$ cat config.mk
export PLATFORM = sky130hd
export DESIGN_NAME = river_crossing_fsm
export DESIGN_NICKNAME = d
export VERILOG_FILES = /design/src/rtl/river_crossing_fsm.sv
export SDC_FILE = /design/constraint.sdc
export NUM_CORES = 1
export LEC_CHECK = 0
export BUFFER_PORTS_ARGS = -buffer_cell sky130_fd_sc_hd__buf_2
export CORE_AREA = 2 2 44 46
export DETAILED_ROUTE_END_ITERATION = 7
export DIE_AREA = 0 0 46 48
export HOLD_SLACK_MARGIN = 0.05
export PLACE_DENSITY = 0.8
export SLEW_MARGIN = 15
export SYNTH_ARGS = -nofsm -noshare
export SYNTH_HDL_FRONTEND = slang
export SYNTH_SLANG_ARGS = --single-unit
$ cat constraint.sdc
create_clock -name clk -period 2.2 [get_ports clk]
set_input_delay 0 -clock clk [delete_from_list [all_inputs] [get_ports clk]]
set_output_delay 0 -clock clk [all_outputs]
set_load 0.02 [all_outputs]
$ cat src/rtl/river_crossing_fsm.sv
// ============================================================================
//  Module      : river_crossing_fsm
//  Description : River-crossing puzzle controller. It checks each crossing
//                request for capacity, item position and unattended
//                conflicts, then runs the boat transit. It ends in DONE or
//                FAILED.
//                Optional macro RIVER_CROSSING_FORMAL_EN embeds assertions
//                and a cover.
//  Revision    : 1.0 - initial release
// ============================================================================
`default_nettype none

module river_crossing_fsm #(
  parameter int                         N_ITEMS      = 3,
  parameter int                         CAPACITY     = 1,
  parameter logic [N_ITEMS*N_ITEMS-1:0] CONFLICT     = 9'h022,
  parameter int                         CROSS_CYCLES = 2,
  parameter int                         MOVE_W       = 5
) (
  input  logic               clk,
  input  logic               rst,
  input  logic               go,
  input  logic [N_ITEMS-1:0] sel,
  output logic               ready,
  output logic               reject,
  output logic               busy,
  output logic [N_ITEMS-1:0] bank,
  output logic               bank_person,
  output logic [MOVE_W-1:0]  moves,
  output logic               done,
  output logic               failed
);

  localparam int c_CNT_W = (CROSS_CYCLES > 1) ? $clog2(CROSS_CYCLES) : 1;

  localparam logic [1:0] S_IDLE   = 2'd0;
  localparam logic [1:0] S_CROSS  = 2'd1;
  localparam logic [1:0] S_DONE   = 2'd2;
  localparam logic [1:0] S_FAILED = 2'd3;

  logic [1:0]         r_state;
  logic [N_ITEMS-1:0] r_bank;
  logic [N_ITEMS-1:0] r_sel;
  logic               r_person;
  logic [MOVE_W-1:0]  r_moves;
  logic               r_reject;
  logic [c_CNT_W-1:0] r_cnt;

  logic [N_ITEMS-1:0] w_away;
  logic [N_ITEMS-1:0] w_left;
  logic [N_ITEMS-1:0] w_bank_next;
  logic               w_legal;
  logic               w_conflict;
  logic               w_arrive;

  function automatic int popcount(input logic [N_ITEMS-1:0] v);
    int count;
    count = 0;
    for (int i = 0; i < N_ITEMS; i++) count += int'(v[i]);
    return count;
  endfunction

  // Items on the opposite bank from the person can be neither loaded nor left behind.
  assign w_away      = r_bank ^ {N_ITEMS{r_person}};
  assign w_left      = ~w_away & ~sel;
  assign w_legal     = (popcount(sel) <= CAPACITY) && ((sel & w_away) == '0);
  assign w_bank_next = r_bank ^ r_sel;
  assign w_arrive    = (r_state == S_CROSS) && (r_cnt == '0);

  always_comb begin
    w_conflict = 1'b0;
    for (int i = 0; i < N_ITEMS; i++) begin
      for (int j = 0; j < N_ITEMS; j++) begin
        if (i != j && w_left[i] && w_left[j] &&
            (CONFLICT[i*N_ITEMS+j] || CONFLICT[j*N_ITEMS+i]))
          w_conflict = 1'b1;
      end
    end
  end

  always_ff @(posedge clk) begin
    if (rst) begin
      r_state  <= S_IDLE;
      r_bank   <= '0;
      r_sel    <= '0;
      r_person <= 1'b0;
      r_moves  <= '0;
      r_reject <= 1'b0;
      r_cnt    <= '0;
    end else begin
      r_reject <= 1'b0;
      case (r_state)
        S_IDLE: begin
          if (go) begin
            if (!w_legal) begin
              r_reject <= 1'b1;
            end else if (w_conflict) begin
              r_state <= S_FAILED;
            end else begin
              r_sel   <= sel;
              r_cnt   <= c_CNT_W'(CROSS_CYCLES - 1);
              r_state <= S_CROSS;
            end
          end
        end
        S_CROSS: begin
          if (w_arrive) begin
            r_bank   <= w_bank_next;
            r_person <= ~r_person;
            if (r_moves != '1) r_moves <= r_moves + 1'b1;
            r_state  <= ((&w_bank_next) && !r_person) ? S_DONE : S_IDLE;
          end else begin
            r_cnt <= r_cnt - 1'b1;
          end
        end
        default: ;
      endcase
    end
  end

  assign ready       = (r_state == S_IDLE);
  assign busy        = (r_state == S_CROSS);
  assign done        = (r_state == S_DONE);
  assign failed      = (r_state == S_FAILED);
  assign reject      = r_reject;
  assign bank        = r_bank;
  assign bank_person = r_person;
  assign moves       = r_moves;

`ifdef RIVER_CROSSING_FORMAL_EN
  logic r_f_valid;
  logic r_f_failed;
  logic r_f_person;
  logic r_f_arrive;

  always_ff @(posedge clk) begin
    r_f_valid  <= !rst;
    r_f_failed <= failed;
    r_f_person <= r_person;
    r_f_arrive <= w_arrive;
  end

  always_comb begin
    if (done) assert ((&r_bank) && r_person);
    if (r_f_valid && !rst && r_f_failed) assert (failed);
    if (r_f_valid && !rst && !r_f_arrive) assert (r_person == r_f_person);
    assert (popcount(r_sel) <= CAPACITY);
    cover (done);
  end
`endif

endmodule

`default_nettype wire
==> key figures, run 1 <==
Outcome
  – Outcome: complete, no violations

Die
  – Boundary pin count: 20
  – Die X-Extent: 46 µm
  – Core area: 1690 µm²
  – Vertical die dimension: 48 µm
  – Initial Util: 0.503
  – Number of cell rows: 15
  – Full die area: 2210 µm²

Synthesis
  – Register bit total from synthesis: 16
  – Syn. warnings: 0
  – Number of enable flip-flop cells after synthesis: 0
  – Top FF cell, synth: sky130_fd_sc_hd__dfxtp_1
  – Share of synthesized area occupied by flip-flops and latches: 0.377
  – Synthesized instance count: 100
  – Cell area after synthesis: 850 µm²
  – Share of synthesized registers carrying an async set or reset: 0
  – Total nets after synthesis: 109
  – Library cells used by synthesis: 30
  – Average instance area after synthesis: 8.50 µm²

STA
  – Crit path time final: 1770 ps
  – Setup repair after global routing missed its margin: false
  – Number of slew-limit violations in the final report: 0
  – Worst hold margin: 64.7 ps
  – Relative max-transition margin: 0.717
  – Setup WS post-layout: 434 ps
  – Achievable clock frequency: 0.566 GHz
  – Post-route clock skew: 1.46 ps
  – Setup TNS Final: 0 ps
  – Ratio of final minimum period to clock period: 0.803
  – Number of hold violations in the final report: 0
  – Final setup violating endpoints: 0
  – Worst Tran Pin Value: 424 ps

Setup path
  – FF-to-FF End: moves[3]$_SDFFE_PP0P_
  – Critical path data required time: 2370 ps
  – Dominant delay contributor by cell family on the critical path: buffers and inverters
  – Setup crit start kind: input port
  – Cell-by-cell listing of the critical path: dlygate4sd3_1, buf_2, ha_1, o21a_1, or4_4, o21ai_1, a21oi_1
  – WP buf/inv: 2
  – Critical Setup Path Class: input port to register
  – Cell depth of the worst flop-to-flop path: 7
  – Top fanout value on the critical path: 6
  – Type of destination of the critical path: register
  – Worst-path cell with the longest stage delay: sky130_fd_sc_hd__dlygate4sd3_1
  – Critical Path AT: 1930 ps
  – Worst path max stage delay: 540 ps
  – Worst reg2reg setup slack: 430 ps
  – Worst r2r src: moves[0]$_SDFFE_PP0P_

Worst hold path
  – HP Start: rst
  – Hold Path Sink: bank[1]$_SDFFE_PP0P_
  – Hold path depth: 2
  – Worst min path class: input port to register

Flow run
  – Number of max-cap violations: 0

Clock network
  – Post-CTS repair timing setup buffer count: 0
  – Count of clock tree sinks: 16
  – CTS buffer count: 3
  – Buffers from clock root to sink, at most: 2
  – TritonCTS clock tree: done
  – Maximum level of the CTS H-tree: 1
  – Clock transition at the registers of the reported paths: 100 ps
  – Clock root buffer master: sky130_fd_sc_hd__clkbuf_4
  – Source-to-sink clock delay at the later pin of the worst-skew pair: 280 ps

Drt
  – Drt total wl: 1720 µm
  – Starting DRC count in detailed routing: 5
  – Residual DRC: 0
  – Post-route ant nets: 0
  – First-pass DRT Iterations: 6
  – Total vias in the final route: 748
  – Via density per instance: 5.38
  – Detail-routed net length per standard cell: 12.4 µm

Place
  – Placed wire-length estimate: 1260 µm
  – PortBufs: 19
  – Worst slack at placement: 447 ps
  – Placer Congestion: 0.779

Global route
  – All-layer global routing usage: 0.185
  – Congestion Overflow GR: 0
  – Antenna violations before repair: 0
  – Global-route wire length before repair: 2890 µm
  – Maximum number of pins on one net before global-route repair: 17
  – Number of global-route vias before repair: 709

Layout
  – Most frequent cells in the layout: sky130_fd_sc_hd__buf_2 (19), sky130_fd_sc_hd__nor2_1 (16), sky130_fd_sc_hd__dfxtp_1 (16)
  – Area overhead of the layout relative to synthesis: 20.0%
  – Number of diodes: 0
  – Number of filler instances in the final layout: 150
  – Most common cell after layout, fill and taps aside: sky130_fd_sc_hd__buf_2
  – Final #Nets: 132
  – Share of final-layout standard cells stronger than drive strength 1: 0.230
  – Layout Utilization: 0.604

Pwr
  – Leak pwr: 0.434 nW
  – Power Dens Cells: 638 nW/µm²
  – Sum of internal, switching and leakage power: 0.000651 W
  – Max IR drop VDD: 0.384 mV
==> power breakdown <==
part           switching (W)  internal [W]
registers          0.0000192      0.000304
logic              0.0000765     0.0000558
clock network      0.0000943      0.000101
==> worst max path at each step <==
stage,start,end,depth (start not counted)
global placement,moves[0]$_SDFFE_PP0P_,moves[3]$_SDFFE_PP0P_,7
floorplan,bank_person$_SDFFE_PP0P_,r_sel[1]$_SDFFE_PP0P_,6
CTS,moves[0]$_SDFFE_PP0P_,moves[3]$_SDFFE_PP0P_,7
finish,sel[0],r_sel[2]$_SDFFE_PP0P_,7
detailed placement,moves[0]$_SDFFE_PP0P_,moves[3]$_SDFFE_PP0P_,7
global route,moves[0]$_SDFFE_PP0P_,moves[3]$_SDFFE_PP0P_,7
==> layer usage <==
layer	GRT usage	vias to the layer above	share of wire
met5	0	-	0
met1	0.217	336	0.47
met3	0.0340	2	0.032
met4	0.103	0	0.0093
met2	0.317	23	0.49
li1	-	387	-
==> sequential cells by signal (all words and copies together) (netlist names) <==
| register | flops |
|---|---|
| r_sel | 3 |
| bank_person | 1 |
| bank | 3 |
| reject | 1 |
| r_cnt | 1 |
| moves | 5 |
| r_state | 2 |
==> final cells by class <==
cell class                 instances  area (µm²)  share of cell area
tap                               17        21.3              0.0209
sequential                        16         320               0.314
inverter                           3        11.3              0.0110
multi-input combinational         76         495               0.486
clock buffer                       4        36.3              0.0356
timing repair buffer              23         135               0.133
==> what timing repair did <==
action / in CTS / in global routing
hold buffers: 4 / 0
gates resized for setup: 0 / 0
hold endpoints to repair: 4 / 0
==> synth_stat cells (2+ instances only) <==
master                     number  area share
sky130_fd_sc_hd__nand2b_1       3       0.022
sky130_fd_sc_hd__ha_1           3       0.044
sky130_fd_sc_hd__nand4_1        4       0.029
sky130_fd_sc_hd__and2_1         2       0.015
sky130_fd_sc_hd__xor2_1         6       0.062
sky130_fd_sc_hd__dfxtp_1       16        0.38
sky130_fd_sc_hd__o21a_1         2       0.018
sky130_fd_sc_hd__a21oi_1        4       0.024
sky130_fd_sc_hd__a221oi_1       2       0.021
sky130_fd_sc_hd__clkbuf_1       2      0.0088
sky130_fd_sc_hd__nand2_1        7       0.031
sky130_fd_sc_hd__xnor2_1        5       0.052
sky130_fd_sc_hd__nor2_1        16       0.071
sky130_fd_sc_hd__buf_2          2       0.012
sky130_fd_sc_hd__o21ai_0        2       0.012
sky130_fd_sc_hd__inv_1          3       0.013
sky130_fd_sc_hd__nor3_1         4       0.024
sky130_fd_sc_hd__or4_4          2       0.027
sky130_fd_sc_hd__o21ai_1        3       0.018
sky130_fd_sc_hd__mux2i_1        2       0.024
==> cell families after synthesis <==
kind of cell               Yosys count  share of synthesized area
buffers and inverters                8                     0.0398
xor gates and xnor gates            11                      0.113
DFF                                 16                      0.377
AOI/OAI and AO/OA                   16                      0.119
adders and majority gates            3                     0.0442
muxes                                2                     0.0236
and+or+nand+nor                     44                      0.283
==> stage by stage <==
step | cell area [µm²] | std cells
4_1_cts | 1020 | 139
5_1_grt | 1020 | 139
6_report | 1020 | 139
3_5_place_dp | 943 | 131
2_1_floorplan | 850 | 100
3_3_place_gp | 943 | 131
Power figures use the tool's default switching activity.
==> inputs of run 2 (changes only) <==
--- a/config.mk
+++ b/config.mk
@@ -5,10 +5,11 @@
 export SDC_FILE = /design/constraint.sdc
 export NUM_CORES = 1
 export LEC_CHECK = 0
+export ABC_AREA = 1
 export BUFFER_PORTS_ARGS = -buffer_cell sky130_fd_sc_hd__buf_2
-export CORE_AREA = 2 2 44 46
+export CORE_AREA = 2 2 45 47
 export DETAILED_ROUTE_END_ITERATION = 7
-export DIE_AREA = 0 0 46 48
+export DIE_AREA = 0 0 47 49
 export HOLD_SLACK_MARGIN = 0.05
 export PLACE_DENSITY = 0.8
 export SLEW_MARGIN = 15
==> constraint.sdc (replaced) <==
create_clock -name clk -period 1.8 [get_ports clk]
set_input_delay 0 -clock clk [delete_from_list [all_inputs] [get_ports clk]]
set_output_delay 0 -clock clk [all_outputs]
set_load 0.02 [all_outputs]
==> run 2 against run 1 <==
Effect of this change:
- final area grew 5.5%
- area after synthesis rose by 4.7%
- first-iteration DRC count is 60% higher
==> key figures, run 2 <==
Pwr
  – Leak pwr: 0.504 nW
  – Max IR drop VDD: 0.768 mV
  – Power Dens Cells: 1520 nW/µm²

Layout
  – Number of diodes: 0
  – Most common cell after layout, fill and taps aside: sky130_fd_sc_hd__nand2_1
  – Number of filler instances in the final layout: 183
  – Layout Utilization: 0.584
  – Final #Nets: 162
  – Most frequent cells in the layout: sky130_fd_sc_hd__nand2_1 (28), sky130_fd_sc_hd__buf_2 (19), sky130_fd_sc_hd__dfxtp_1 (16)
  – Area taken by multi-input logic gates: 493 µm²
  – Share of final-layout standard cells stronger than drive strength 1: 0.245
  – Final instance area: 1080 µm²
  – FF+latch area: 320 µm²
  – Area overhead of the layout relative to synthesis: 21.0%
  – Number of flip-flops under the largest register name: 5

Synthesis
  – Yosys top cell by area: sky130_fd_sc_hd__dfxtp_1
  – Share of the synthesized area in the top cell type: 0.360
  – Library cells used by synthesis: 24
  – Largest cells by area after synthesis: sky130_fd_sc_hd__dfxtp_1 (36%), sky130_fd_sc_hd__nand2_1 (12%), sky130_fd_sc_hd__a21oi_1 (5.6%)
  – Share of synthesized area occupied by flip-flops and latches: 0.360
  – Ranking of synthesized cells by instance count: sky130_fd_sc_hd__nand2_1 (28), sky130_fd_sc_hd__dfxtp_1 (16), sky130_fd_sc_hd__inv_1 (13)
  – Average instance area after synthesis: 7.06 µm²
  – Most instantiated library cell after synthesis: sky130_fd_sc_hd__nand2_1
  – Cell area after synthesis: 890 µm²
  – Top FF cell, synth: sky130_fd_sc_hd__dfxtp_1
  – Synthesized instance count: 126
  – Register bit total from synthesis: 16
  – Number of enable flip-flop cells after synthesis: 0
  – Total nets after synthesis: 135
  – Syn. warnings: 0
  – Share of synthesized registers carrying an async set or reset: 0

Setup path
  – Cell-by-cell listing of the critical path: ha_1, inv_1, nor3_1, ha_1, inv_1, nand2_4, nor2_4, nand4_1, nand2_1, a21oi_2
  – Critical path data required time: 2010 ps
  – Worst-path cell with the longest stage delay: sky130_fd_sc_hd__dfxtp_1
  – Top fanout value on the critical path: 5
  – Critical Setup Path Class: register to register
  – Type of destination of the critical path: register
  – Critical Path AT: 1730 ps
  – Worst reg2reg setup slack: 280 ps
  – Worst path max stage delay: 410 ps
  – Setup crit start kind: register

STA
  – Achievable clock frequency: 0.658 GHz
  – Crit path time final: 1520 ps
  – Worst hold margin: 135 ps
  – Number of slew-limit violations in the final report: 0
  – Worst Tran Pin Value: 355 ps
  – Number of hold violations in the final report: 0
  – Post-route clock skew: 5.70 ps
  – Setup repair after global routing missed its margin: false
  – Setup TNS Final: 0 ps
  – Ratio of final minimum period to clock period: 0.844
  – Relative max-transition margin: 0.763
  – Final setup violating endpoints: 0

Clock network
  – Post-CTS repair timing setup buffer count: 0
  – TritonCTS clock tree: done
  – Buffers from clock root to sink, at most: 2
  – Post-cts sizing count: 0
  – Maximum level of the CTS H-tree: 1
  – CTS buffer count: 3
  – Clock root buffer master: sky130_fd_sc_hd__clkbuf_4
  – Clock transition at the registers of the reported paths: 90 ps
  – Source-to-sink clock delay at the later pin of the worst-skew pair: 270 ps
  – Count of clock tree sinks: 16

Global route
  – Antenna violations before repair: 0
  – Global-route wire length before repair: 3180 µm
  – Number of global-route vias before repair: 775
  – Congestion Overflow GR: 0
  – Maximum number of pins on one net before global-route repair: 15
  – All-layer global routing usage: 0.175

Die
  – Vertical die dimension: 49 µm
  – Core area: 1840 µm²
  – Die X-Extent: 47 µm
  – Full die area: 2300 µm²
  – Boundary pin count: 20
  – Number of cell rows: 16
  – Initial Util: 0.483

Drt
  – Drt total wl: 1730 µm
  – Residual DRC: 0
  – Post-route ant nets: 0
  – Via density per instance: 4.72
  – First-pass DRT Iterations: 4
  – Detail-routed net length per standard cell: 9.74 µm
  – Total vias in the final route: 841
  – Starting DRC count in detailed routing: 8

Worst hold path
  – Worst min path class: input port to register

Place
  – Cell area after placement: 1010 µm²
  – Placer Congestion: 0.794
  – PortBufs: 19
  – Placed wire-length estimate: 1410 µm

Flow run
  – Number of max-cap violations: 0

Outcome
  – Outcome: complete, no violations
## run 2: cell count changes in the layout (fill, tap and decap cells not counted), sizes merged, moves of 2 or more
cell / change
or4: -2
mux2i: -2
nand3: +9
xnor2: -2
and2: -2
nand2: +24
inv: +15
nand2b: -3
nand4: -2
o21ai: +3
xor2: -6
o21a: -2
a21oi: +7
a221oi: -2
## run 2: what timing repair did
| item | in CTS | in global routing |
|---|---|---|
| hold endpoints to repair | 5 | 0 |
| setup endpoints to repair | 0 | 0 |
| hold buffers | 4 | 0 |
## run 2: power by group
group | total [W] | internal (W) | switching [W]
Combinational | 0.000858 | 0.000299 | 0.000560
Sequential | 0.000594 | 0.000466 | 0.000128
Clock | 0.000183 | 0.0000773 | 0.000106
## run 2: layout make-up
type,instances,share of cell area
multi-input combinational,90,0.458
tap,27,0.0314
sequential,16,0.298
inverter,19,0.0663
timing repair buffer,23,0.126
clock buffer,3,0.0209
## run 2: worst max-delay path, delay by kind of cell (launching register included)
family                     cells  cell delay, ps
buffers and inverters          2             110
and+or+nand+nor                5             420
adders and majority gates      2             400
AOI/OAI and AO/OA              1             110
DFF                            1             410
## run 2: path summary, 6_finish.rpt
| path | startpoint | endpoint | depth (start not counted) |
|---|---|---|---|
| worst max-delay path | moves[1]$_SDFFE_PP0P_ | moves[3]$_SDFFE_PP0P_ | 10 |
| worst min-delay path | go | reject$_SDFF_PP0_ | 4 |
| worst max register to register | moves[1]$_SDFFE_PP0P_ | moves[3]$_SDFFE_PP0P_ | 10 |
| worst min register to register | moves[3]$_SDFFE_PP0P_ | moves[3]$_SDFFE_PP0P_ | 2 |
## run 2: kinds of logic after synthesis
| kind of cell | Yosys count | share of synthesized area |
|---|---|---|
| AOI/OAI and AO/OA | 19 | 0.111 |
| xor gates and xnor gates | 3 | 0.0295 |
| adders and majority gates | 3 | 0.0422 |
| buffers and inverters | 20 | 0.0858 |
| DFF | 16 | 0.360 |
| and+or+nand+nor | 65 | 0.371 |
## run 2: stage by stage
step / setup slack (ps) / cells / power, W
2_1_floorplan: 311 / 126 / 0.00125
3_3_place_gp: 417 / 171 / 0.00144
3_5_place_dp: 250 / 171 / 0.00146
4_1_cts: 240 / 178 / 0.00165
5_1_grt: 77.4 / 178 / 0.00180
6_report: 280 / 178 / 0.00164
## run 2: metal layers
metal  share of wire  vias to the layer above  routed length, µm  global-route usage
met1            0.46                      371                802               0.232
met3           0.035                        0                 61              0.0259
li1                -                      456                  -                   -
met2            0.50                       14                869               0.297
met5               0                        -                  0                   0
met4               0                        0                  0              0.0278
